### config.mk
export PLATFORM = sky130hd
export DESIGN_NAME = mc_ctrl
export DESIGN_NICKNAME = d
export VERILOG_FILES = /design/src/rtl/mc_ctrl_pkg.sv /design/src/rtl/mc_ctrl_decode.sv /design/src/rtl/mc_ctrl.sv
export SDC_FILE = /design/constraint.sdc
export NUM_CORES = 1
export LEC_CHECK = 0
export CAP_MARGIN = 20
export CORE_ASPECT_RATIO = 0.75
export CORE_MARGIN = 4
export CORE_UTILIZATION = 30
export CTS_BUF_LIST = sky130_fd_sc_hd__clkbuf_8 sky130_fd_sc_hd__clkbuf_16
export DETAILED_ROUTE_END_ITERATION = 16
export GPL_ROUTABILITY_DRIVEN = 0
export HOLD_SLACK_MARGIN = 0.15
export SYNTH_ARGS = -nofsm -noshare
export SYNTH_HDL_FRONTEND = slang
export SYNTH_SLANG_ARGS = --single-unit
### constraint.sdc
create_clock -name clk -period 1.29 [get_ports clk]
set_input_delay 0.129 -clock clk [delete_from_list [all_inputs] [get_ports clk]]
set_output_delay 0.129 -clock clk [all_outputs]
set_load 0.005 [all_outputs]
### src/rtl/mc_ctrl_pkg.sv
// mc_ctrl shared types: FSM states, instruction classes,
// ALUOp codes and MIPS opcode/funct constants.
package mc_ctrl_pkg;

  typedef enum logic [2:0] {
    S_FETCH,
    S_DECODE,
    S_EXEC,
    S_MEM,
    S_WB,
    S_TRAP
  } state_t;

  typedef enum logic [2:0] {
    C_RALU,
    C_IALU,
    C_LW,
    C_SW,
    C_BR,
    C_JMP,
    C_JAL,
    C_ILL
  } cls_t;

  localparam logic [2:0] ALU_LOGIC = 3'b000;
  localparam logic [2:0] ALU_CMP   = 3'b001;
  localparam logic [2:0] ALU_ADD   = 3'b010;
  localparam logic [2:0] ALU_SUB   = 3'b011;
  localparam logic [2:0] ALU_SLL   = 3'b100;
  localparam logic [2:0] ALU_SRL   = 3'b101;
  localparam logic [2:0] ALU_SRA   = 3'b110;
  localparam logic [2:0] ALU_SLT   = 3'b111;

  localparam logic [5:0] OP_RTYPE = 6'h00;
  localparam logic [5:0] OP_J     = 6'h02;
  localparam logic [5:0] OP_JAL   = 6'h03;
  localparam logic [5:0] OP_BEQ   = 6'h04;
  localparam logic [5:0] OP_BNE   = 6'h05;
  localparam logic [5:0] OP_ADDI  = 6'h08;
  localparam logic [5:0] OP_SLTI  = 6'h0a;
  localparam logic [5:0] OP_SLTIU = 6'h0b;
  localparam logic [5:0] OP_ANDI  = 6'h0c;
  localparam logic [5:0] OP_ORI   = 6'h0d;
  localparam logic [5:0] OP_XORI  = 6'h0e;
  localparam logic [5:0] OP_LUI   = 6'h0f;
  localparam logic [5:0] OP_LW    = 6'h23;
  localparam logic [5:0] OP_SW    = 6'h2b;

  localparam logic [5:0] F_SLL  = 6'h00;
  localparam logic [5:0] F_SRL  = 6'h02;
  localparam logic [5:0] F_SRA  = 6'h03;
  localparam logic [5:0] F_SLLV = 6'h04;
  localparam logic [5:0] F_SRLV = 6'h06;
  localparam logic [5:0] F_SRAV = 6'h07;
  localparam logic [5:0] F_JR   = 6'h08;
  localparam logic [5:0] F_ADD  = 6'h20;
  localparam logic [5:0] F_ADDU = 6'h21;
  localparam logic [5:0] F_SUB  = 6'h22;
  localparam logic [5:0] F_SUBU = 6'h23;
  localparam logic [5:0] F_AND  = 6'h24;
  localparam logic [5:0] F_OR   = 6'h25;
  localparam logic [5:0] F_XOR  = 6'h26;
  localparam logic [5:0] F_NOR  = 6'h27;
  localparam logic [5:0] F_SLT  = 6'h2a;
  localparam logic [5:0] F_SLTU = 6'h2b;

endpackage

### src/rtl/mc_ctrl_decode.sv
// mc_ctrl instruction decoder: (opcode, funct) to
// instruction class, 3-bit ALUOp and illegal flag.
module mc_ctrl_decode
  import mc_ctrl_pkg::*;
(
  input  logic [5:0] opcode,
  input  logic [5:0] funct,
  output cls_t       cls,
  output logic [2:0] aluop,
  output logic       illegal
);

  always_comb begin
    cls   = C_ILL;
    aluop = ALU_LOGIC;
    unique case (1'b1)
      (opcode == OP_RTYPE): begin
        cls = C_RALU;
        unique case (1'b1)
          (funct == F_ADD),
          (funct == F_ADDU): aluop = ALU_ADD;
          (funct == F_SUB),
          (funct == F_SUBU): aluop = ALU_SUB;
          (funct == F_AND),
          (funct == F_OR),
          (funct == F_XOR),
          (funct == F_NOR):  aluop = ALU_LOGIC;
          (funct == F_SLL),
          (funct == F_SLLV): aluop = ALU_SLL;
          (funct == F_SRL),
          (funct == F_SRLV): aluop = ALU_SRL;
          (funct == F_SRA),
          (funct == F_SRAV): aluop = ALU_SRA;
          (funct == F_SLT),
          (funct == F_SLTU): aluop = ALU_SLT;
          (funct == F_JR):   cls = C_JMP;
          default:           cls = C_ILL;
        endcase
      end
      (opcode == OP_J):   cls = C_JMP;
      (opcode == OP_JAL): cls = C_JAL;
      (opcode == OP_BEQ),
      (opcode == OP_BNE): begin
        cls   = C_BR;
        aluop = ALU_CMP;
      end
      (opcode == OP_ADDI): begin
        cls   = C_IALU;
        aluop = ALU_ADD;
      end
      (opcode == OP_SLTI),
      (opcode == OP_SLTIU): begin
        cls   = C_IALU;
        aluop = ALU_SLT;
      end
      (opcode == OP_ANDI),
      (opcode == OP_ORI),
      (opcode == OP_XORI),
      (opcode == OP_LUI): cls = C_IALU;
      (opcode == OP_LW): begin
        cls   = C_LW;
        aluop = ALU_ADD;
      end
      (opcode == OP_SW): begin
        cls   = C_SW;
        aluop = ALU_ADD;
      end
      default: cls = C_ILL;
    endcase
    illegal = (cls == C_ILL);
  end

endmodule

### src/rtl/mc_ctrl.sv
// mc_ctrl: multi-cycle MIPS control FSM with memory waits and trap.
// Define MC_CTRL_PERF_EN to add cycle_cnt/instr_cnt counters.
module mc_ctrl
  import mc_ctrl_pkg::*;
#(
  parameter int ALUOP_W = 3
`ifdef MC_CTRL_PERF_EN
  ,
  parameter int CNT_W = 32
`endif
) (
  input  logic               clk,
  input  logic               rst,
  input  logic [5:0]         opcode,
  input  logic [5:0]         funct,
  input  logic               mem_ready,
  output logic               mem_req,
  output logic               IorD,
  output logic               IRWrite,
  output logic               PCWrite,
  output logic [ALUOP_W-1:0] ALUOp,
  output logic               ALUSrc,
  output logic               RegDst,
  output logic               RegWrite,
  output logic               MemtoReg,
  output logic               MemRead,
  output logic               MemWrite,
  output logic               Branch,
  output logic               Jump,
  output logic               illegal
`ifdef MC_CTRL_PERF_EN
  ,
  output logic [CNT_W-1:0]   cycle_cnt,
  output logic [CNT_W-1:0]   instr_cnt
`endif
);

  state_t     state;
  cls_t       cls_q;
  logic [2:0] alu_q;

  cls_t       dec_cls;
  logic [2:0] dec_alu;
  logic       dec_ill;

  mc_ctrl_decode u_dec (
    .opcode  (opcode),
    .funct   (funct),
    .cls     (dec_cls),
    .aluop   (dec_alu),
    .illegal (dec_ill)
  );

  always_ff @(posedge clk or posedge rst) begin
    if (rst) begin
      state <= S_FETCH;
      cls_q <= C_ILL;
      alu_q <= ALU_LOGIC;
    end else begin
      unique case (state)
        S_FETCH:
          if (mem_ready) state <= S_DECODE;
        S_DECODE: begin
          cls_q <= dec_cls;
          alu_q <= dec_alu;
          state <= dec_ill ? S_TRAP : S_EXEC;
        end
        S_EXEC:
          unique case (cls_q)
            C_RALU, C_IALU, C_JAL: state <= S_WB;
            C_LW, C_SW:            state <= S_MEM;
            default:               state <= S_FETCH;
          endcase
        S_MEM:
          if (mem_ready)
            state <= (cls_q == C_LW) ? S_WB : S_FETCH;
        S_WB:    state <= S_FETCH;
        S_TRAP:  state <= S_TRAP;
        default: state <= S_FETCH;
      endcase
    end
  end

  // rst gates everything so FETCH's request drops without a clock
  always_comb begin
    mem_req  = 1'b0;
    IorD     = 1'b0;
    IRWrite  = 1'b0;
    PCWrite  = 1'b0;
    ALUOp    = '0;
    ALUSrc   = 1'b0;
    RegDst   = 1'b0;
    RegWrite = 1'b0;
    MemtoReg = 1'b0;
    MemRead  = 1'b0;
    MemWrite = 1'b0;
    Branch   = 1'b0;
    Jump     = 1'b0;
    illegal  = 1'b0;
    if (!rst) begin
      unique case (state)
        S_FETCH: begin
          mem_req = 1'b1;
          MemRead = 1'b1;
          IRWrite = mem_ready;
          PCWrite = mem_ready;
        end
        S_DECODE: ;
        S_EXEC: begin
          ALUOp = ALUOP_W'(alu_q);
          unique case (cls_q)
            C_IALU, C_LW, C_SW: ALUSrc = 1'b1;
            C_BR:               Branch = 1'b1;
            C_JMP, C_JAL:       Jump   = 1'b1;
            default: ;
          endcase
        end
        S_MEM: begin
          mem_req  = 1'b1;
          IorD     = 1'b1;
          MemRead  = (cls_q == C_LW);
          MemWrite = (cls_q == C_SW);
        end
        S_WB: begin
          RegWrite = 1'b1;
          RegDst   = (cls_q == C_RALU);
          ALUSrc   = (cls_q == C_IALU);
          MemtoReg = (cls_q == C_LW);
        end
        S_TRAP:  illegal = 1'b1;
        default: ;
      endcase
    end
  end

`ifdef MC_CTRL_PERF_EN
  logic retire;

  always_comb begin
    retire = 1'b0;
    unique case (state)
      S_EXEC:
        retire = (cls_q == C_BR) ||
                 (cls_q == C_JMP);
      S_MEM:
        retire = mem_ready &&
                 (cls_q == C_SW);
      S_WB:    retire = 1'b1;
      default: retire = 1'b0;
    endcase
  end

  always_ff @(posedge clk or posedge rst) begin
    if (rst) begin
      cycle_cnt <= '0;
      instr_cnt <= '0;
    end else begin
      if (state != S_TRAP)
        cycle_cnt <= cycle_cnt + 1'b1;
      if (retire)
        instr_cnt <= instr_cnt + 1'b1;
    end
  end
`endif

endmodule
==> results by group <==
Run status
  • Status: finished with violations
  • Violated checks: setup timing

Power and ir drop
  • Combinational Power Share: between 70 and 80%
  • Switch Pwr: between 1 and 1.5 mW
  • PwrDens: ~1600 mW/mm2
  • Int Pwr: between 2 and 2.5 mW
  • Clock power share: between 9 and 10%
  • Pleak: 1.04 nW
  • Max VDD drop: 1.33 mV
  • Reg power frac: between 15 and 20%
  • Switching share of total power: 41.8%

Route
  • Met2 WL: about 2400 um
  • Detail Route met3 WL: approximately 360 um
  • Drt pass-1 iters: 4
  • Starting DRT DRC Count: around 160
  • Avg WL per Cell: between 15 and 20 um
  • Routed via count: 1495
  • DR vias/cell: 5.52
  • Post-route ant nets: 0
  • # DRC: 0
  • Uppermost routed layer: met4
  • M1 WL: around 2300 um
  • Routed wire length: 5290 um

Synthesis
  • Top cell type's share of synthesized area: between 10% and 20%
  • Post-Synthesis Cells: 133
  • Synth cell types: 45
  • Mux cell area share after synthesis: roughly 5.2%
  • Syn_nets: 148
  • Seq cells post-synth: 9
  • Netlist Area Pre-Place: 985 um2
  • Yosys warning total: 0
  • Cell accounting for the most synthesized area: dfrtp_1
  • Post-Synth Adder-Cell Area: 0%
  • Synth Area in Simple Gates: between 30% and 40%
  • Top post-synthesis cells by area: dfrtp_1, dfstp_2, nor2_1
  • Synth Area in Compound Gates: between 20% and 30%
  • Largest family of logic cells by synthesized area: simple AND/OR/NAND/NOR gates
  • Synthesized area per cell: 7.40 um2
  • Post-synthesis sequential area ratio: between 20% and 30%
  • Post-synthesis xor/xnor area fraction: 0%

Timing
  • Slew HR: between 60% and 70%
  • Fin Clk Skew: roughly 0.007 ns
  • Final Cycle Share: 142%
  • Final Hold Viols: 0
  • Setup violations, final: 25
  • Final Max Slew Viols: 0
  • RSZ-0062 raised after global routing: true
  • Fmax: 548 MHz
  • Min Tclk post-route: between 1.5 and 2 ns
  • Measured slew at the worst slew-check pin: ~0.45 ns
  • Final worst slack: -0.536 ns

Cells and area
  • Area growth from synthesis to final layout: 129%
  • Layout cells sized above 1: 65.2%
  • Commonest non-fill, non-tap cell in the layout: buf_4
  • Most frequent cells in the layout: buf_4, buf_6, nor2_1
  • Fin nets: 249
  • Number of diodes: 0
  • Finished Core Util: around three quarters
  • Final Cell Area: ~0.0023 mm2

Clocking
  • Htree depth: 1
  • Clock Path Buffers: 2
  • Total clock sinks: 9
  • Reg clk slew, reported paths: 0.05 ns
  • Skew-Pair Late Insertion Delay: 0.25 ns
  • Clock Root Buffer: clkbuf_8
  • # hold bufs at CTS: 0
  • Cts bufs inserted: 3
  • CTS tree: yes

Critical path
  • Crit path buf inv count: 3
  • Max stage delay on crit path: around 0.42 ns
  • Critical path's top delay family: compound AO/OA/AOI/OAI gates
  • Arr. time, crit path: ~1.7 ns
  • Req. time, crit path: 1.16 ns
  • CP max stage cell: dfrtp_2
  • Max FO, Critical Path: 3
  • Critical path cell sequence: buf_6 > buf_6 > nor3b_2 > o21ai_1 > a2111oi_1 > buf_2
  • Crit path kind: flop to primary output
  • Startpoint types: flop
  • Setup crit end kind: primary output
  • Most used cell, CP: buf_6

Placement
  • Dpl hpwl: between 2000 and 3000 um
  • Port-buffer cells: 30
  • Dpl cell area: roughly 0.0017 mm2

Global route
  • GR Overflow Total: 0
  • Vias in the first global route: 1392
  • Gr usage total: roughly 23%
  • Initial antenna violation count: 0
  • Maximum number of pins on one net before global-route repair: 11
  • First-pass GRT wire length: 7400 um

Die
  • Total core area: just over 0.003 mm2
  • Die W: approximately 74 um
  • Total Die Area: between 0.004 and 0.005 mm2
  • Die Height: 57.6 um
  • Num ports: 31
  • Starting Density: around a third
  • FP Rows: 17

Worst hold path
  • HP Class: input port to flop

Flow run
  • Max Cap Violations: 0
-- power groups by stage --
| stage | Sequential (mW) | Clock, mW | Combinational, mW |
|---|---|---|---|
| 5_1_grt | 0.580 | 0.357 | 2.74 |
| 2_1_floorplan | 0.475 | 0 | 0.735 |
| 6_report | 0.569 | 0.344 | 2.63 |
| 3_3_place_gp | 0.546 | 0 | 1.43 |
| 4_1_cts | 0.564 | 0.331 | 2.07 |
| 3_5_place_dp | 0.545 | 0 | 1.45 |
-- worst register-to-register path, cell delays in order (launching register included) --
cell and delay [ns]:
dfrtp_2 0.42, buf_4 0.14, buf_6 0.11, buf_6 0.11
buf_6 0.12, nand2b_4 0.16, nor2_4 0.15, buf_4 0.15
o41ai_4 0.07, o22a_1 0.16
-- cell usage after synthesis --
cell,instances
or3_1,3
inv_1,8
nand3b_1,1
o41ai_1,2
o21bai_1,1
dfrtp_1,6
dfstp_2,3
nor3_1,8
o22ai_1,3
a211oi_1,1
buf_4,1
a2111oi_0,2
or3b_2,1
a31o_2,1
a31oi_1,4
nor2b_1,4
mux2i_1,4
a21oi_1,5
clkbuf_1,4
or2_2,1
o221ai_2,1
nor2_1,18
and4b_1,1
buf_1,1
o2111a_1,1
and3_1,1
a32o_1,1
or3b_1,2
nand4b_1,1
nand3_1,2
a211o_1,1
nand2_1,9
a2111oi_4,1
mux2_2,1
nor4_1,3
nor4_2,1
o22a_1,1
a21boi_0,1
o21ai_0,6
nand2b_1,7
buf_2,3
o311a_2,1
nor3b_1,2
and2_1,3
nand4_1,1
-- state kept, by name (all words and copies together), names as in the netlist --
name,cells
alu_q,3
state,3
cls_q,3
-- metal layers --
metal,vias to the layer above,global-route usage (%)
li1,695,-
met1,719,30.6
met3,19,6.41
met4,0,5.43
met5,-,0
met2,62,37.6
-- kinds of logic (layout without fill, tap and decap cells) --
kind of cell           after synthesis  count (layout)
flip-flops                           9               9
buffers and inverters               17             117
AO/OA/AOI/OAI                       33              33
AND/OR/NAND/NOR                     69              69
multiplexers                         5               5
-- layout make-up --
class / instances / area [um2]
Sequential cell: 9 / 231
Fill cell: 176 / 786
Clock buffer: 3 / 41.3
Tap cell: 38 / 47.5
Timing Repair Buffer: 105 / 897
Clock inverter: 1 / 3.75
Inverter: 8 / 30.0
Multi-Input combinational cell: 107 / 1000
-- per-stage QoR --
| stage | std cells | power (mW) | worst slack, ns | TNS, ns | hold slack (ns) |
|---|---|---|---|---|---|
| 2_1_floorplan | 133 | 1.21 | -0.0326 | -0.0873 | -0.0287 |
| 3_3_place_gp | 244 | 1.98 | -0.586 | -12.26 | 0.493 |
| 3_5_place_dp | 244 | 1.99 | -0.625 | -13.02 | 0.493 |
| 4_1_cts | 261 | 2.97 | -0.435 | -5.97 | 0.348 |
| 5_1_grt | 271 | 3.68 | -0.572 | -10.91 | 0.470 |
| 6_report | 271 | 3.54 | -0.536 | -9.73 | 0.418 |
-- final timing paths --
check                           startpoint       end  slack (ns)  cells after the start
worst min-delay path             opcode[0]  alu_q[0]        0.42                      4
worst min register to register    alu_q[1]  alu_q[1]        0.53                      1
min in group asynchronous              rst  alu_q[2]        0.45                      4
max in group asynchronous              rst  cls_q[0]        0.62                      4
worst max-delay path              state[1]    ALUSrc       -0.54                      6
worst max register to register    state[1]  alu_q[1]       -0.42                      9
-- timing repair --
action                                  CTS  global route
endpoints found under the setup margin   25            25
buffers inserted                         15            13
gates resized for setup                 151            31
pin swaps                                25            16
No activity file was read; power rests on OpenSTA's default activity.
